### src/rtl/usrp2puf_pkg.sv
// rtl/usrp2puf_pkg.sv - shared phase, weight and rounding definitions for the 5->4 resampler
package usrp2puf_pkg;

    localparam logic [2:0] P0 = 3'd0;
    localparam logic [2:0] P1 = 3'd1;
    localparam logic [2:0] P2 = 3'd2;
    localparam logic [2:0] P3 = 3'd3;
    localparam logic [2:0] P4 = 3'd4;

    // Weight pair selector; the first-named weight applies to the previous sample
    typedef enum logic [1:0] {
        WSEL_3Q,
        WSEL_HALF,
        WSEL_1Q
    } wsel_t;

    function automatic int w_3q(input int dw);
        return 3 * (1 << (dw - 3));
    endfunction

    function automatic int w_half(input int dw);
        return 1 << (dw - 2);
    endfunction

    function automatic int w_1q(input int dw);
        return 1 << (dw - 3);
    endfunction

    function automatic int rnd_const(input int dw);
        return 1 << (dw - 2);
    endfunction

endpackage

### src/rtl/usrp2puf_lerp_comp.sv
// rtl/usrp2puf_lerp_comp.sv - two-stage weighted blend of one signed component
module lerp_comp
    import usrp2puf_pkg::*;
#(
    parameter int DW = 16
) (
    input  logic                 clk,
    input  logic                 reset_n,
    input  logic                 ce,
    input  logic signed [DW-1:0] a,
    input  logic signed [DW-1:0] b,
    input  wsel_t                wsel,
    input  logic                 bypass,
    output logic signed [DW-1:0] y
);

    localparam int PW = 2 * DW;
    localparam int SW = 2 * DW + 1;

    localparam logic signed [PW-1:0] K_3Q   = PW'(w_3q(DW));
    localparam logic signed [PW-1:0] K_HALF = PW'(w_half(DW));
    localparam logic signed [PW-1:0] K_1Q   = PW'(w_1q(DW));
    localparam logic signed [SW-1:0] K_RND  = SW'(rnd_const(DW));
    localparam logic signed [SW-1:0] SAT_MAX = SW'((1 << (DW - 1)) - 1);
    localparam logic signed [SW-1:0] SAT_MIN = ~SAT_MAX;

    logic signed [PW-1:0] a_ext;
    logic signed [PW-1:0] b_ext;
    logic signed [PW-1:0] wa;
    logic signed [PW-1:0] wb;
    logic signed [PW-1:0] s1_pa;
    logic signed [PW-1:0] s1_pb;
    logic signed [DW-1:0] s1_x;
    logic                 s1_bypass;
    logic signed [SW-1:0] sum;
    logic signed [SW-1:0] shifted;
    logic signed [DW-1:0] sat_val;

    assign a_ext = {{DW{a[DW-1]}}, a};
    assign b_ext = {{DW{b[DW-1]}}, b};

    always_comb begin
        wa = K_HALF;
        wb = K_HALF;
        case (wsel)
            WSEL_3Q: begin
                wa = K_3Q;
                wb = K_1Q;
            end
            WSEL_1Q: begin
                wa = K_1Q;
                wb = K_3Q;
            end
            default: begin
                wa = K_HALF;
                wb = K_HALF;
            end
        endcase
    end

    // Round half up before the arithmetic shift back to sample scale
    assign sum     = {s1_pa[PW-1], s1_pa} + {s1_pb[PW-1], s1_pb} + K_RND;
    assign shifted = sum >>> (DW - 1);

    always_comb begin
        sat_val = shifted[DW-1:0];
        if (shifted > SAT_MAX) begin
            sat_val = SAT_MAX[DW-1:0];
        end else if (shifted < SAT_MIN) begin
            sat_val = SAT_MIN[DW-1:0];
        end
    end

    always_ff @(posedge clk or negedge reset_n) begin
        if (!reset_n) begin
            s1_pa     <= '0;
            s1_pb     <= '0;
            s1_x      <= '0;
            s1_bypass <= 1'b0;
            y         <= '0;
        end else if (ce) begin
            s1_pa     <= a_ext * wa;
            s1_pb     <= b_ext * wb;
            s1_x      <= b;
            s1_bypass <= bypass;
            y         <= s1_bypass ? s1_x : sat_val;
        end
    end

endmodule

### src/rtl/usrp2puf.sv
// rtl/usrp2puf.sv - 5-in/4-out linear-interpolating resampler, USRP to PUF sample domain
module usrp2puf
    import usrp2puf_pkg::*;
#(
    parameter int DATA_WIDTH = 16
) (
    input  logic                    clk,
    input  logic                    reset_n,
    input  logic [2*DATA_WIDTH-1:0] in_tdata,
    input  logic                    in_tvalid,
    input  logic                    in_tlast,
    output logic                    in_tready,
    output logic [2*DATA_WIDTH-1:0] out_tdata,
    output logic                    out_tvalid,
    output logic                    out_tlast,
    input  logic                    out_tready
);

    localparam int DW = DATA_WIDTH;

    logic [2:0]      phase;
    logic [2:0]      phase_next;
    logic [2*DW-1:0] prev;
    logic            ce;
    logic            accept;
    logic            emit;
    logic            bypass;
    wsel_t           wsel;
    logic            s1_valid;
    logic            s1_last;

    assign ce        = out_tready | ~out_tvalid;
    assign in_tready = ce;
    assign accept    = in_tvalid & ce;

    always_comb begin
        phase_next = phase;
        wsel       = WSEL_HALF;
        bypass     = 1'b0;
        case (phase)
            P0: bypass = 1'b1;
            // A packet ending on the store-only phase still emits its last sample
            P1: bypass = in_tlast;
            P2: wsel = WSEL_3Q;
            P3: wsel = WSEL_HALF;
            P4: wsel = WSEL_1Q;
            default: bypass = 1'b0;
        endcase
        emit = accept & ((phase != P1) | in_tlast);
        if (accept) begin
            phase_next = (in_tlast || phase == P4) ? P0 : phase + 3'd1;
        end
    end

    always_ff @(posedge clk or negedge reset_n) begin
        if (!reset_n) begin
            phase      <= P0;
            prev       <= '0;
            s1_valid   <= 1'b0;
            s1_last    <= 1'b0;
            out_tvalid <= 1'b0;
            out_tlast  <= 1'b0;
        end else begin
            phase <= phase_next;
            if (accept) begin
                prev <= in_tdata;
            end
            if (ce) begin
                s1_valid   <= emit;
                s1_last    <= emit & in_tlast;
                out_tvalid <= s1_valid;
                out_tlast  <= s1_valid & s1_last;
            end
        end
    end

    lerp_comp #(.DW(DW)) u_lerp_i (
        .clk     (clk),
        .reset_n (reset_n),
        .ce      (ce),
        .a       (prev[2*DW-1:DW]),
        .b       (in_tdata[2*DW-1:DW]),
        .wsel    (wsel),
        .bypass  (bypass),
        .y       (out_tdata[2*DW-1:DW])
    );

    lerp_comp #(.DW(DW)) u_lerp_q (
        .clk     (clk),
        .reset_n (reset_n),
        .ce      (ce),
        .a       (prev[DW-1:0]),
        .b       (in_tdata[DW-1:0]),
        .wsel    (wsel),
        .bypass  (bypass),
        .y       (out_tdata[DW-1:0])
    );

endmodule

### config.mk
export PLATFORM = sky130hd
export DESIGN_NAME = usrp2puf
export DESIGN_NICKNAME = d
export VERILOG_FILES = /design/src/rtl/usrp2puf_pkg.sv /design/src/rtl/usrp2puf_lerp_comp.sv /design/src/rtl/usrp2puf.sv
export SDC_FILE = /design/constraint.sdc
export NUM_CORES = 1
export LEC_CHECK = 0
export CAP_MARGIN = 30
export CORE_MARGIN = 8
export CORE_UTILIZATION = 31
export CTS_CLUSTER_DIAMETER = 120
export DETAILED_ROUTE_END_ITERATION = 8
export HOLD_SLACK_MARGIN = 0.05
export MAX_ROUTING_LAYER = met4
export PLACE_DENSITY = 0.43
export SYNTH_ARGS = -nofsm -noshare
export SYNTH_HDL_FRONTEND = slang
export SYNTH_HIERARCHICAL = 1
export SYNTH_SLANG_ARGS = --single-unit
### constraint.sdc
create_clock -name clk -period 6.7 [get_ports clk]
set_input_delay 0.67 -clock clk [delete_from_list [all_inputs] [get_ports clk]]
set_output_delay 0.67 -clock clk [all_outputs]
set_load 0.03 [all_outputs]
==> qor.yml, run 1 <==
worst_path_max_delay_cell: "a2111oi_0"
ir_drop_mv: 0.328
worstMarginPinSlew_ns: 0.852
worstPathCellList: "inv_1 > ha_1 > and2_1 > a21oi_4 > nand2b_1 > and2_1 > ha_1 > ha_1 > ha_1 > ha_1 > ha_1 > ha_1 > ha_1 > a21o_1 > a21o_1 > a2111oi_0 > o311ai_0 > a21o_1 > a21oi_1 > xnor2_1 > mux2i_1"
mostFrequentLayoutCells: "ha_1 (446), dfrtp_1 (181), mux2_2 (96)"
synth_area_sq_mm: 0.0166
grt-ovfl-total: 0
hp-class: "in -> async"
seq_area_frac_synth_pct: 27.2
syn-instance-count: 1546
r2r_cells: 21
yosysWarnings: 6
fin_skew_ns: 0.00905
drv_cap: 0
wl_met1_mm: 18.6
powerDensity_mw_per_mm2: 504
die_w_um: 248
cts_tree: "yes"
cts.clk_slew.worst_paths_ns: 0.07
dr_wl_met3_um: 757
cts_hold_buffers: 0
final_nets: 2087
async_flop_share_pct: 100
status: "finished, final reports clean"
routed.top_layer: "met4"
ant_nets: 0
clock-sinks: 181
critical_path_depth: 21
fin_tns_setup_ns: 0
io_pins: 72
drt-total-wl_mm: 37.2
crit_fanout: 14
worstSetupEndpointType: "register"
cts_resized: 0
synth_edf_count: 0
wire_per_inst_um: 16.1
cts_buffers: 17
final_design_area_no_fill_sq_mm: 0.0187
final_layout_size_suffix_gt1_share_pct: 12.1
timing.rr.start: "phase[0]"
antenna_found_initial: 0
finalSetupViolCount: 0
synth_fp_nets: 2039
max_freq_mhz: 165
grt_first_pass_wirelength_mm: 62.2
crit_required_ns: 7.05
yosysUniqueCellTypes: 71
crit_path_start_kind: "register"
critPathMostFrequentCell: "ha_1"
post-dp-hpwl_mm: 29.3
cts-root-buf: "clkbuf_16"
dr.pass1.iters: 4
relSlewSlack_pct: 43.2
ys.flop_type: "dfrtp_1"
rsz0062_at_grt: "no"
syn_avg_cell_area_sq_um: 10.8
core_sq_mm: 0.0535
die_y_um: 248
path_buf_inv: 1
finalHoldViolCount: 0
leakagePower_uw: 0.00932
slew_violations: 0
syn_to_final_growth_pct: 12.6
cp.arrival_ns: 6.42
synth.ff_latch_count: 181
die_area_sq_mm: 0.0613
place_congestion: 0.767
grt_max_degree: 81
dpl.cell_count: 2271
postCtsSetupBuffers: 0
cts-htree-levels: 4
drt-initial-drc-count: 360
clk_path_buf_depth: 2
start_util_pct: 31.1
critical_path_class: "reg -> reg"
drcViolationCount: 0
place_area_sq_mm: 0.0180
worstSkewPairLatency_ns: 0.48
final_cells: 2304
critPathTopFamily: "adder cells"
met2_length_mm: 17.1
io_buffers: 71
period_share_pct: 90.6
first_global_vias: 12100
final_common_cell: "ha_1"
track_usage_pct: 13.2
num_vias: 11300
critPathMaxStageDelay_ns: 0.68
period_needed_ns: 6.07
avgViaCountPerCell: 4.91
reg2reg_to: "u_lerp_q/s1_pa[31]"
r2r_setup_slack_ns: 0.63
row_count: 85
## synth_stat cells (7+ instances only)
cell / count / area, sq um
nand2_1: 46 / 173
mux2_2: 96 / 1080
o21a_1: 9 / 67.6
o21bai_1: 16 / 120
buf_6: 7 / 78.8
or3_1: 7 / 43.8
clkbuf_1: 33 / 124
dfrtp_1: 181 / 4530
and2_1: 34 / 213
nand3_1: 19 / 95.1
nor3_1: 22 / 110
nor2_1: 46 / 173
mux2_4: 28 / 420
a21oi_1: 76 / 380
xnor2_1: 62 / 543
o21ai_0: 54 / 270
inv_1: 48 / 180
xor2_1: 16 / 140
a211oi_1: 9 / 67.6
nor2b_1: 92 / 576
fa_1: 10 / 200
o2bb2ai_1: 14 / 123
nand2b_1: 26 / 163
a31oi_1: 18 / 113
a21o_1: 23 / 173
nand3b_1: 14 / 105
ha_1: 446 / 5580
## metrics by stage
stage	setup slack (ns)	utilization, %	total power (uW)	hold WS, ns
after floorplan	1.03	-	6820	0.374
after global placement	0.712	33.7	8340	0.471
after detailed placement	0.608	33.7	8310	0.477
after CTS	0.561	35.0	9660	0.247
after global routing	0.217	35.0	10600	0.283
final	0.632	35.0	9450	0.251
## layout make-up
cell class	count	area (sq um)
fillers	5357	34800
multi-input cells	1264	11700
flip-flops and latches	181	4530
well taps	696	871
repair buffers	82	797
clock buffers	20	467
clock inverters	12	223
inverters	48	180
diodes	1	2.50
## flip-flops by register name (all words and copies together) (netlist names), 3 cells and up
register        count
u_lerp_i/s1_x      16
u_lerp_q/y         16
prev               32
u_lerp_q/s1_x      16
u_lerp_q/s1_pb     19
u_lerp_q/s1_pa     19
u_lerp_i/y         16
phase               3
u_lerp_i/s1_pb     19
u_lerp_i/s1_pa     19
## worst max path at each step
stage          startpoint                  to
4_1_cts          phase[0]  u_lerp_q/s1_pa[31]
6_report         phase[0]  u_lerp_q/s1_pa[31]
3_5_place_dp     phase[0]  u_lerp_q/s1_pa[31]
2_1_floorplan    phase[0]  u_lerp_q/s1_pa[31]
3_3_place_gp     phase[0]  u_lerp_q/s1_pa[31]
5_1_grt          phase[0]  u_lerp_q/s1_pa[31]
## metal layers
| layer | up-vias | global-route usage, % |
|---|---|---|
| met3 | 29 | 2.18 |
| li1 | 5751 | - |
| met5 | - | - |
| met4 | 0 | 4.49 |
| met2 | 103 | 21.4 |
| met1 | 5421 | 16.6 |
## report_power, final
part	total [uW]	internal, uW	switching [uW]	leakage, uW
Sequential	1810	1540	275	0.00214
Clock	1210	729	476	0.000333
Combinational	6430	2840	3590	0.00685
Total	9450	5110	4340	0.00932
## cell families after synthesis
group | share of synthesized area, %
adder cells (fa/ha/maj) | 34.7
AND/OR/NAND/NOR | 11.1
AO/OA/AOI/OAI | 10.8
flip-flops | 27.2
multiplexers | 9.33
buffers and inverters | 2.77
XOR/XNOR | 4.11
Note: power is estimated with default switching activity, not from simulation.
==> inputs of run 2 (changes only) <==
GPL_TIMING_DRIVEN = 0   (was unset)
==> qor.yml, run 2 (same netlist as run 1, synthesis figures left out) <==
status: "finished, final reports clean"
critPathTopFamily: "adder cells"
relSlewSlack_pct: 42.4  # -0.77 points
grt_max_degree: 96  # +19%
critical_path_class: "reg -> reg"
dp_slack_ns: -0.334  # -0.942 ns
rsz0062_at_grt: "no"
start_util_pct: 31.1  # unchanged
ir_drop_mv: 0.490  # +49%
cts.clk_slew.worst_paths_ns: 0.08  # about the same
hp-class: "in -> async"
io_pins: 72  # unchanged
worstPathCellList: "inv_1 > ha_1 > and2_2 > a21oi_4 > buf_8 > nand2b_2 > clkbuf_2 > and2_1 > ha_1 > ha_1 > ha_1 > ha_1 > ha_1 > ha_1 > ha_1 > a21o_1 > a21o_1 > a2111oi_2 > o311ai_0 > a21o_1 > a21oi_1 > xnor2_1 > mux2i_1"
cts-root-buf: "clkbuf_16"
finalHoldViolCount: 0  # unchanged
antenna_found_initial: 3  # +3
worstSkewPairLatency_ns: 0.49  # about the same
drv_cap: 0  # unchanged
clk_path_buf_depth: 2  # unchanged
powerDensity_mw_per_mm2: 508  # +0.77%
hold_slack_ns: 0.181  # -0.0700 ns
largest_reg_flops: 32  # unchanged
final_layout_size_suffix_gt1_share_pct: 12.5  # +0.41 points
final_cells: 2349  # +2.0%
post-dp-hpwl_mm: 33.2  # +14%
mostFrequentLayoutCells: "ha_1 (446), dfrtp_1 (181), mux2_2 (96)"
cp.arrival_ns: 6.57  # +0.15 ns
layout_setup_ws_ns: 0.479  # -0.153 ns
crit_fanout: 11  # -3
cts-htree-levels: 4  # unchanged
fin_skew_ns: 0.0136  # +0.00453 ns
avgViaCountPerCell: 4.93  # +0.52%
worst_path_max_delay_cell: "a2111oi_2"
wire_per_inst_um: 17.6  # +8.8%
clock-sinks: 181  # unchanged
cts_buffers: 17  # unchanged
worstSetupEndpointType: "register"
dpl.cell_count: 2315  # +1.9%
max_freq_mhz: 161  # -2.5%
drt-initial-drc-count: 385  # +6.9%
worstMarginPinSlew_ns: 0.863  # +0.0116 ns
num_vias: 11600  # +2.5%
period_needed_ns: 6.22  # +0.153 ns
first_global_vias: 12300  # +2.1%
final_nets: 2131  # +2.1%
cts_tree: "yes"
grt-ovfl-total: 0  # unchanged
row_count: 85  # unchanged
grt_first_pass_wirelength_mm: 66.4  # +6.7%
final_design_area_no_fill_sq_mm: 0.0189  # +0.80%
place_area_sq_mm: 0.0183  # +1.3%
die_area_sq_mm: 0.0613  # unchanged
critPathMaxStageDelay_ns: 0.44  # -0.24 ns
largest_register: "prev"
n_fill_cell: 5383  # +0.49%
drt-total-wl_mm: 41.2  # +11%
ant_nets: 0  # unchanged
track_usage_pct: 14.5  # +1.3 points
finalSetupViolCount: 0  # unchanged
period_share_pct: 92.8  # +2.3 points
core_sq_mm: 0.0535  # unchanged
io_buffers: 71  # unchanged
dr.pass1.iters: 4  # unchanged
slew_violations: 0  # unchanged
drcViolationCount: 0  # unchanged
crit_path_start_kind: "register"
critPathMostFrequentCell: "ha_1"
place_congestion: 0.797  # +3.9%
path_buf_inv: 3  # +2
leakagePower_uw: 0.00937  # +0.56%
syn_to_final_growth_pct: 13.5
die_y_um: 248  # unchanged
final_common_cell: "ha_1"
die_w_um: 248  # unchanged
crit_required_ns: 7.05  # about the same
[run 2: cell types whose count changed in the layout (fill, tap and decap cells not counted), moves of 4 or more]
cell	change
clkbuf_1	+29
buf_4	-11
buf_6	+7
buf_1	+5
buf_2	+5
bufinv_16	-5
inv_6	+5
clkbuf_2	+4
clkbuf_8	-4
[run 2: stage by stage]
step	power (uW)	TNS [ns]	utilization [%]
2_1_floorplan	6820	0	-
3_3_place_gp	8570	-701.50	34.1
3_5_place_dp	8570	-0.391	34.2
4_1_cts	9780	0	35.3
5_1_grt	10700	0	35.3
6_report	9600	0	35.3
[run 2: path summary, 6_finish.rpt]
path                                 endpoint  cells past startpoint  slack [ns]     startpoint
max in group asynchronous            s1_valid                      2        5.58        reset_n
hold / removal                       prev[15]                      1        0.18        reset_n
setup / recovery           u_lerp_q/s1_pa[31]                     23        0.48       phase[0]
hold reg to reg                 u_lerp_i/y[3]                      1        0.49  u_lerp_i/y[3]
setup reg to reg           u_lerp_q/s1_pa[31]                     23        0.48       phase[0]
min in group clk                u_lerp_i/y[3]                      1        0.49  u_lerp_i/y[3]
[run 2: layout make-up]
| type | instances | area [sq um] | share of cell area, % |
|---|---|---|---|
| diodes | 2 | 5.00 | 0.0265 |
| plain buffers | 53 | 285 | 1.51 |
| clock buffers | 17 | 425 | 2.25 |
| clock inverters | 15 | 158 | 0.835 |
| inverters | 48 | 180 | 0.954 |
| multi-input cells | 1264 | 11700 | 61.8 |
| flip-flops and latches | 181 | 4530 | 24.0 |
| well taps | 696 | 871 | 4.61 |
| repair buffers | 73 | 758 | 4.01 |
[run 2: where the power goes]
part	leakage, uW	switching [uW]	internal [uW]	total (uW)
registers	0.00214	256	1540	1790
clock network	0.000282	533	528	1060
logic	0.00696	3760	2990	6750
[run 2: what timing repair did]
action / in CTS / in global routing
endpoints found under the setup margin: 3 / 7
gates cloned: 0 / 0
pin swaps: 0 / 0
hold buffers: 0 / 0
gates resized for setup: 4 / 9
setup buffers: 0 / 0
[run 2: metal layers]
metal	vias to the layer above	track usage (%)	routed length, um
li1	5849	-	-
met1	5596	17.4	19400
met2	103	24.6	20100
met3	37	2.55	931
met4	0	4.42	778
met5	-	-	0
==> inputs of run 3 (changes only) <==
PLACE_DENSITY = unset   (was 0.43)
PLACE_DENSITY_LB_ADDON = 0.2   (was unset)
==> qor.yml, run 3 (same netlist as run 1, synthesis figures left out) <==
status: "finished, final reports clean"
critical_path_class: "reg -> reg"
track_usage_pct: 13.9  # -0.60 points
worstSetupEndpointType: "register"
crit_required_ns: 7.05  # about the same
drcViolationCount: 0  # unchanged
largest_register: "prev"
cts-htree-levels: 4  # unchanged
fin_skew_ns: 0.0123  # -0.00128 ns
leakagePower_uw: 0.00936  # -0.14%
grt_first_pass_wirelength_mm: 64.3  # -3.1%
startpoint: "phase[0]"
largest_reg_flops: 32  # unchanged
worstSkewPairLatency_ns: 0.46  # -0.03 ns
finalSetupViolCount: 0  # unchanged
io_buffers: 71  # unchanged
io_pins: 72  # unchanged
final_design_area_no_fill_sq_mm: 0.0189  # -0.11%
cts_hold_buffers: 0  # unchanged
period_share_pct: 94.9  # +2.1 points
cts_buffers: 17  # unchanged
die_y_um: 248  # unchanged
syn_to_final_growth_pct: 13.4
clock-sinks: 181  # unchanged
clk_path_buf_depth: 2  # unchanged
die_area_sq_mm: 0.0613  # unchanged
ant_nets: 0  # unchanged
finalHoldViolCount: 0  # unchanged
rsz0062_at_grt: "yes"
cts-root-buf: "clkbuf_16"
final_common_cell: "ha_1"
crit_path_start_kind: "register"
timing.rr.start: "phase[0]"
ir_drop_mv: 0.334  # -32%
core_sq_mm: 0.0535  # unchanged
drt-initial-drc-count: 463  # +20%
dr.pass1.iters: 5  # +1
wire_per_inst_um: 17.0  # -3.2%
drt-total-wl_mm: 39.9  # -3.2%
grt-ovfl-total: 0  # unchanged
power_uw: 9500  # -0.99%
final_util_pct: 35.3  # -0.037 points
dpl.cell_count: 2315  # unchanged
max_freq_mhz: 157  # -2.2%
worstMarginPinSlew_ns: 0.867  # +0.00412 ns
avgViaCountPerCell: 4.91  # -0.53%
hp-class: "in -> async"
row_count: 85  # unchanged
place_congestion: 0.829  # +4.1%
antenna_found_initial: 1  # -2
final_layout_size_suffix_gt1_share_pct: 12.4  # -0.12 points
grt_max_degree: 105  # +9.4%
period_needed_ns: 6.36  # +0.140 ns
place_area_sq_mm: 0.0183  # unchanged
crit_fanout: 13  # +2
mostFrequentLayoutCells: "ha_1 (446), dfrtp_1 (181), mux2_2 (96)"
slew_violations: 0  # unchanged
powerDensity_mw_per_mm2: 504  # -0.89%
start_util_pct: 31.1  # unchanged
cp.arrival_ns: 6.71  # +0.14 ns
first_global_vias: 12200  # -1.3%
final_nets: 2131  # unchanged
cts.clk_slew.worst_paths_ns: 0.07  # about the same
num_vias: 11500  # -0.53%
cts_tree: "yes"
drv_cap: 0  # unchanged
relSlewSlack_pct: 42.2  # -0.27 points
post-dp-hpwl_mm: 32.3  # -2.7%
die_w_um: 248  # unchanged
final_cells: 2349  # unchanged
## run 3: cell type report
type | count | area, sq um
fill | 5343 | 34600
multi-input combinational | 1264 | 11700
sequential | 181 | 4530
tap | 696 | 871
timing repair buffer | 73 | 758
clock buffer | 21 | 470
buffer | 53 | 285
inverter | 48 | 180
clock inverter | 11 | 101
antenna | 2 | 5.00
## run 3: layer usage
layer | share of wire (%) | GRT usage [%] | up-vias
met1 | 46 | 16.4 | 5551
met2 | 50 | 24.4 | 115
met5 | 0 | - | -
met4 | 1.4 | 3.31 | 0
met3 | 2.3 | 2.33 | 31
li1 | - | - | 5827
## run 3: critical path: stages (launching register included)
cell and delay, ns:
dfrtp_1 0.39, inv_1 0.09, ha_1 0.24, and2_1 0.25
a21oi_2 0.27, buf_8 0.21, nand2b_1 0.41, clkbuf_2 0.34
and2_1 0.17, ha_1 0.22, ha_1 0.30, ha_1 0.30
ha_1 0.30, ha_1 0.30, ha_1 0.30, ha_1 0.23
fa_1 0.40, a21o_1 0.17, a21oi_1 0.22, o21ai_0 0.10
a21oi_1 0.23, o21bai_1 0.12, a31o_2 0.27, mux2i_1 0.13
a211o_1 0.26
## run 3: power by group
part	internal, uW	total [uW]	switching, uW
clock network	541	1010	468
registers	1540	1800	264
logic	2970	6690	3720
total	5050	9500	4450
## run 3: stage by stage
stage	hold slack (ns)	setup WS, ns	TNS [ns]
final	0.202	0.339	0
after global routing	0.220	-0.0200	-0.0200
after CTS	0.201	0.0783	0
after detailed placement	0.475	-0.110	-0.123
after global placement	0.470	-3.52	-643.03
after floorplan	0.374	1.03	0
## run 3: path summary, 6_finish.rpt
check                      slack, ns                 end  depth (start not counted)
max                             0.34  u_lerp_i/s1_pa[30]                         24
min                             0.20       u_lerp_i/y[0]                          1
max reg2reg                     0.34  u_lerp_i/s1_pa[30]                         24
min reg2reg                     0.48      u_lerp_i/y[10]                          1
max in group asynchronous       5.49  u_lerp_q/s1_pb[14]                          2
min in group clk                0.48      u_lerp_i/y[10]                          1
## run 3: timing repair
| item | 4_1_cts | 5_1_grt |
|---|---|---|
| setup endpoints to repair | 2 | 10 |
| gates resized for setup | 3 | 9 |
| setup buffers | 0 | 0 |
| pin swaps | 0 | 0 |
| endpoints found under the hold margin | 0 | 0 |
